==> src/rtl/uart_rx.sv <==
// 8N1 UART receiver: 2-flop synchronizer, mid-bit sampling, one-cycle data_valid / frame_err strobes.
// Optional `UART_RX_MAJORITY_EN: 2-of-3 vote per bit. rx-low to data_valid = 4+HALF_TICKS+9*(BIT_TICKS+1) clk (+1 with vote).
module uart_rx #(
    parameter int CLOCK_FREQ = 50_000_000,
    parameter int BAUD       = 115200
) (
    input  logic       clk,
    input  logic       rst,
    input  logic       rx,
    output logic [7:0] data_out,
    output logic       data_valid,
    output logic       frame_err,
    output logic       busy,
    output logic [2:0] dbg_state_o
);

    localparam int BIT_TICKS  = CLOCK_FREQ / BAUD;
    localparam int HALF_TICKS = (BIT_TICKS + 1) / 2;
    localparam int CW         = $clog2(BIT_TICKS + 2);
    localparam logic [CW-1:0] HALF_LD = CW'(HALF_TICKS);

    typedef enum logic [2:0] {
        S_IDLE  = 3'd0,
        S_START = 3'd1,
        S_DATA  = 3'd2,
        S_STOP  = 3'd3,
        S_BREAK = 3'd4
    } state_t;

    state_t          state_q, state_d;
    logic [CW-1:0]   cnt_q, cnt_d;
    logic [2:0]      bit_q, bit_d;
    logic [7:0]      shift_q, shift_d;
    logic [7:0]      data_q, data_d;
    logic            dv_q, dv_d;
    logic            fe_q, fe_d;
    logic            rx_meta_q, rx_s_q;
    logic            sample_now;
    logic            sample_bit;

    always_ff @(posedge clk or posedge rst) begin
        if (rst) begin
            rx_meta_q <= 1'b1;
            rx_s_q    <= 1'b1;
        end else begin
            rx_meta_q <= rx;
            rx_s_q    <= rx_meta_q;
        end
    end

`ifdef UART_RX_MAJORITY_EN
    // Decision lands one cycle after cnt==0, so reload one short to keep the bit period.
    localparam logic [CW-1:0] RELOAD = CW'(BIT_TICKS - 1);
    logic m1_q, m0_q, pend_q;
    logic counting;

    assign counting   = (state_q == S_START) || (state_q == S_DATA) || (state_q == S_STOP);
    assign sample_now = pend_q;
    assign sample_bit = (m1_q & m0_q) | (m1_q & rx_s_q) | (m0_q & rx_s_q);

    always_ff @(posedge clk or posedge rst) begin
        if (rst) begin
            m1_q   <= 1'b0;
            m0_q   <= 1'b0;
            pend_q <= 1'b0;
        end else begin
            pend_q <= 1'b0;
            if (counting) begin
                if (cnt_q == CW'(1)) m1_q <= rx_s_q;
                if (cnt_q == '0 && !pend_q) begin
                    m0_q   <= rx_s_q;
                    pend_q <= 1'b1;
                end
            end
        end
    end
`else
    localparam logic [CW-1:0] RELOAD = CW'(BIT_TICKS);
    assign sample_now = (cnt_q == '0);
    assign sample_bit = rx_s_q;
`endif

    always_ff @(posedge clk or posedge rst) begin
        if (rst) begin
            state_q <= S_IDLE;
            cnt_q   <= '0;
            bit_q   <= 3'd0;
            shift_q <= 8'h00;
            data_q  <= 8'h00;
            dv_q    <= 1'b0;
            fe_q    <= 1'b0;
        end else begin
            state_q <= state_d;
            cnt_q   <= cnt_d;
            bit_q   <= bit_d;
            shift_q <= shift_d;
            data_q  <= data_d;
            dv_q    <= dv_d;
            fe_q    <= fe_d;
        end
    end

    always_comb begin
        state_d = state_q;
        cnt_d   = cnt_q;
        bit_d   = bit_q;
        shift_d = shift_q;
        data_d  = data_q;
        dv_d    = 1'b0;
        fe_d    = 1'b0;
        case (state_q)
            S_IDLE: begin
                if (!rx_s_q) begin
                    cnt_d   = HALF_LD;
                    state_d = S_START;
                end
            end
            S_START: begin
                if (sample_now) begin
                    if (sample_bit) begin
                        state_d = S_IDLE;
                    end else begin
                        cnt_d   = RELOAD;
                        bit_d   = 3'd0;
                        state_d = S_DATA;
                    end
                end else if (cnt_q != '0) begin
                    cnt_d = cnt_q - CW'(1);
                end
            end
            S_DATA: begin
                if (sample_now) begin
                    shift_d[bit_q] = sample_bit;
                    cnt_d          = RELOAD;
                    if (bit_q == 3'd7) state_d = S_STOP;
                    else               bit_d   = bit_q + 3'd1;
                end else if (cnt_q != '0) begin
                    cnt_d = cnt_q - CW'(1);
                end
            end
            S_STOP: begin
                if (sample_now) begin
                    if (sample_bit) begin
                        data_d  = shift_q;
                        dv_d    = 1'b1;
                        state_d = S_IDLE;
                    end else begin
                        fe_d    = 1'b1;
                        state_d = S_BREAK;
                    end
                end else if (cnt_q != '0) begin
                    cnt_d = cnt_q - CW'(1);
                end
            end
            S_BREAK: begin
                // Held-low line: wait for idle so a break never looks like more frames.
                if (rx_s_q) state_d = S_IDLE;
            end
            default: state_d = S_IDLE;
        endcase
    end

    always_comb begin
        busy        = (state_q != S_IDLE);
        dbg_state_o = state_q;
        data_out    = data_q;
        data_valid  = dv_q;
        frame_err   = fe_q;
    end

endmodule

==> config.mk <==
export PLATFORM = sky130hd
export DESIGN_NAME = uart_rx
export DESIGN_NICKNAME = d
export VERILOG_FILES = /design/src/rtl/uart_rx.sv
export SDC_FILE = /design/constraint.sdc
export NUM_CORES = 1
export LEC_CHECK = 0
export BUFFER_PORTS_ARGS = -buffer_cell sky130_fd_sc_hd__clkbuf_2
export CORE_MARGIN = 3
export CORE_UTILIZATION = 62
export DETAILED_ROUTE_END_ITERATION = 12
export PLACE_DENSITY = 0.83
export SYNTH_ARGS = -nofsm -noshare
export SYNTH_HDL_FRONTEND = slang
export SYNTH_SLANG_ARGS = --single-unit
==> constraint.sdc <==
create_clock -name clk -period 5.4 [get_ports clk]
set_clock_uncertainty 0.2 [all_clocks]
set_input_delay 0.27 -clock clk [delete_from_list [all_inputs] [get_ports clk]]
set_output_delay 0.27 -clock clk [all_outputs]
set_load 0.02 [all_outputs]
==> impl_metrics.py <==
metrics = {
    "outcome": {
        "result_of_the_run": "complete, no violations",
    },
    "layout": {
        "n_fill_cell": 203,
        "synthToLayoutAreaGrowth_pct": 10.91,
        "num_antenna_cells": 0,
        "final_layout_size_suffix_gt1_share_pct": 25.81,
        "finalNetCount": 192,
    },
    "power": {
        "cell_internal_pwr_mw": 0.3634,
        "pwr_density_cell_nw_per_um2": 228.3,
        "share_seq_of_total_power_pct": 57.4,
        "power_switching_mw": 0.09856,
        "max-vdd-ir-drop_uv": 266.5,
        "share_clk_of_total_power_pct": 40.5,
        "leakagePower_nw": 0.9277,
        "power.combinational.fraction_pct": 2.1,
        "power_switching_share_pct": 21.33,
        "power_mw": 0.4620,
    },
    "synth": {
        "post-synth-top-count-cell": "dfrtp_1",
        "synthArstFlopShare_pct": 100.0,
        "number_of_flops_mapped_to_enable_cells_by_yosys": 0,
        "yosys_register_bits": 35,
        "yosys.area.top_type_share_pct": 45.27,
        "syn-mean-instance-area_um2": 10.99,
        "yosys_warnings": 0,
        "synthFlopType": "dfrtp_1",
        "syn_nets": 173,
        "synth_seq_area_share_pct": 48.15,
        "syn-instance-count": 166,
        "synthDominantAreaCellType": "dfrtp_1",
        "synth_area_um2": 1824,
        "synth_commonest_cells": "dfrtp_1 (33), mux2_2 (15), nand2_1 (11), inv_1 (10), nor2_1 (9)",
        "netlist_top_cells_area": "dfrtp_1 (45%), mux2_2 (9.3%), dfstp_2 (2.9%)",
        "post_synth_num_cell_types": 50,
    },
    "sta": {
        "period_needed_ns": 2.732,
        "setup_tns_ns": 0,
        "setup_repair_after_global_routing_missed_its_margin": "false",
        "relSlewSlack_pct": 31.44,
        "final_min_period_over_clock_period_pct": 50.60,
        "final_max_slew_viol_count": 0,
        "timing_hold_violations_final": 0,
        "final_number_of_setup_violating_endpoints": 0,
        "clock.fmax_mhz": 366.0,
        "tightestPinTransition_ns": 1.020,
    },
    "global_routing": {
        "largest_net_degree_at_the_start_of_global_routing": 36,
        "tot_gr_track_use_pct": 22.86,
        "globalRouteOverflowTotal": 0,
        "grt_antenna_before_repair": 0,
        "global_route_wire_length_before_repair_um": 6120,
        "vias_in_the_first_global_route": 1323,
    },
    "floorplanning": {
        "top_level_port_count": 17,
        "die_height_um": 60.25,
        "floorplan.initialDensity_pct": 65.59,
        "num_rows": 19,
        "chipWidth_um": 60.25,
        "core_um2": 2781,
        "floorplan.die_area_um2": 3629,
    },
    "clock_network": {
        "tritoncts": "yes",
        "postCtsSetupRepairBufs": 0,
        "cts_max_level": 2,
        "cts_inserted_buffers": 5,
        "clock_latency_ns": 0.34,
        "clock_path_buffers": 2,
        "path_clk_slew_ns": 0.11,
        "cts.sink_count": 35,
        "root_buffer": "clkbuf_4",
    },
    "drt": {
        "drtPass1Iterations": 4,
        "detailed_route_via_count": 1427,
        "drcViolationCount": 0,
        "wl_um": 3676,
        "drt-vias-per-instance": 6.576,
        "wire_per_inst_um": 16.94,
        "drtIter0Drc": 83,
        "drtAntennaViolNets": 0,
    },
    "critical_path": {
        "endpoint_kind_of_the_worst_setup_timing_path": "flip-flop",
        "cp.required_ns": 5.44,
        "critical_path_class": "reg2reg",
        "start_kind": "flip-flop",
        "timing.critical_path.fanout_max": 11,
        "timing.critical_path.arrival_ns": 2.77,
    },
    "min_path": {
        "hp-class": "reg2reg",
    },
    "placement": {
        "gp_routability_congestion": 0.8738,
        "dpl.hpwl_um": 2583,
        "port_buffers": 16,
    },
    "run": {
        "maxCapViolCount": 0,
    },
}
==> layer usage <==
layer | vias up | routed length (µm) | track usage, %
li1 | 654 | - | -
met1 | 695 | 1572 | 30.26
met2 | 69 | 1740 | 33.33
met3 | 9 | 298 | 8.207
met4 | 0 | 64 | 10.13
met5 | - | 0 | 0
==> timing repair <==
| item | CTS | global route |
|---|---|---|
| resized for setup | 0 | 0 |
| hold buffers | 2 | 0 |
| endpoints found under the hold margin | 34 | 0 |
==> critical path, cell delays in order, from the launching register on <==
cell and delay, ns:
dfrtp_1 0.46, nor4_2 0.89, nand4_1 0.41, nor3b_1 0.30, mux2_2 0.36
==> worst paths after layout <==
path | slack (ns) | endpoint | cells after the start | start
max | 2.67 | shift_q[5]$_DFFE_PP0P_ | 4 | cnt_q[4]$_DFFE_PP0P_
min | 0.16 | rx_s_q$_DFF_PP1_ | 0 | rx_meta_q$_DFF_PP1_
max reg2reg | 2.67 | shift_q[5]$_DFFE_PP0P_ | 4 | cnt_q[4]$_DFFE_PP0P_
min reg2reg | 0.16 | rx_s_q$_DFF_PP1_ | 0 | rx_meta_q$_DFF_PP1_
max in group asynchronous | 4.31 | rx_s_q$_DFF_PP1_ | 4 | rst
min in group asynchronous | 0.34 | cnt_q[4]$_DFFE_PP0P_ | 4 | rst
==> cell families (layout without fill, tap and decap cells) <==
| group | Yosys count | after routing | synth area share, % |
|---|---|---|---|
| flops | 35 | 35 | 48.15 |
| xor+xnor | 1 | 1 | 0.4802 |
| mux | 16 | 16 | 9.808 |
| simple gates | 55 | 55 | 19.07 |
| buf+inv | 17 | 37 | 3.635 |
| fa+ha+maj | 4 | 4 | 2.744 |
| compound gates | 38 | 38 | 16.12 |
==> state kept, by name (all words and copies together) (netlist names) <==
register and cells:
data_out 8, rx_s_q 1, cnt_q 9, frame_err 1, rx_meta_q 1, dbg_state_o 3, bit_q 3, shift_q 8
data_valid 1
==> per-stage QoR <==
stage	instances	util (%)	setup slack, ns	area (µm²)	hold slack, ns
floorplan	166	-	3.136	1824	0.07448
global placement	207	69.10	2.824	1922	0.1471
detailed placement	207	69.10	2.773	1922	0.1482
CTS	217	72.74	2.755	2023	0.1631
global route	217	72.74	2.408	2023	0.1648
finish	217	72.74	2.668	2023	0.1625
==> power groups by stage <==
stage / clock [mW] / combinational (mW) / sequential, mW
after floorplan: 0 / 0.00664 / 0.269
after global placement: 0 / 0.00865 / 0.270
after detailed placement: 0 / 0.00888 / 0.270
after CTS: 0.191 / 0.0101 / 0.265
after global routing: 0.203 / 0.0111 / 0.265
final: 0.187 / 0.00974 / 0.265
==> cells in the final DEF (no fill, tap or decap), types with 3 or more instances in the layout <==
cell	count
a21oi_1	4
a221oi_1	3
clkbuf_2	16
clkbuf_4	5
dfrtp_1	33
ha_1	4
inv_1	10
mux2_2	15
nand2_1	11
nand2b_1	4
nand3_1	3
nor2_1	9
nor3b_1	7
o2111ai_1	3
o21ai_0	5
o22ai_1	3
==> cell type report <==
cell class	count	area [µm²]	area share, %
multi-input combinational	114	879.6	43.48
inverter	10	37.54	1.855
tap	31	38.79	1.917
clock buffer	5	37.54	1.855
timing repair buffer	19	107.6	5.318
sequential	35	878.3	43.41
clock inverter	3	43.79	2.165
No activity file was read; power rests on OpenSTA's default activity.
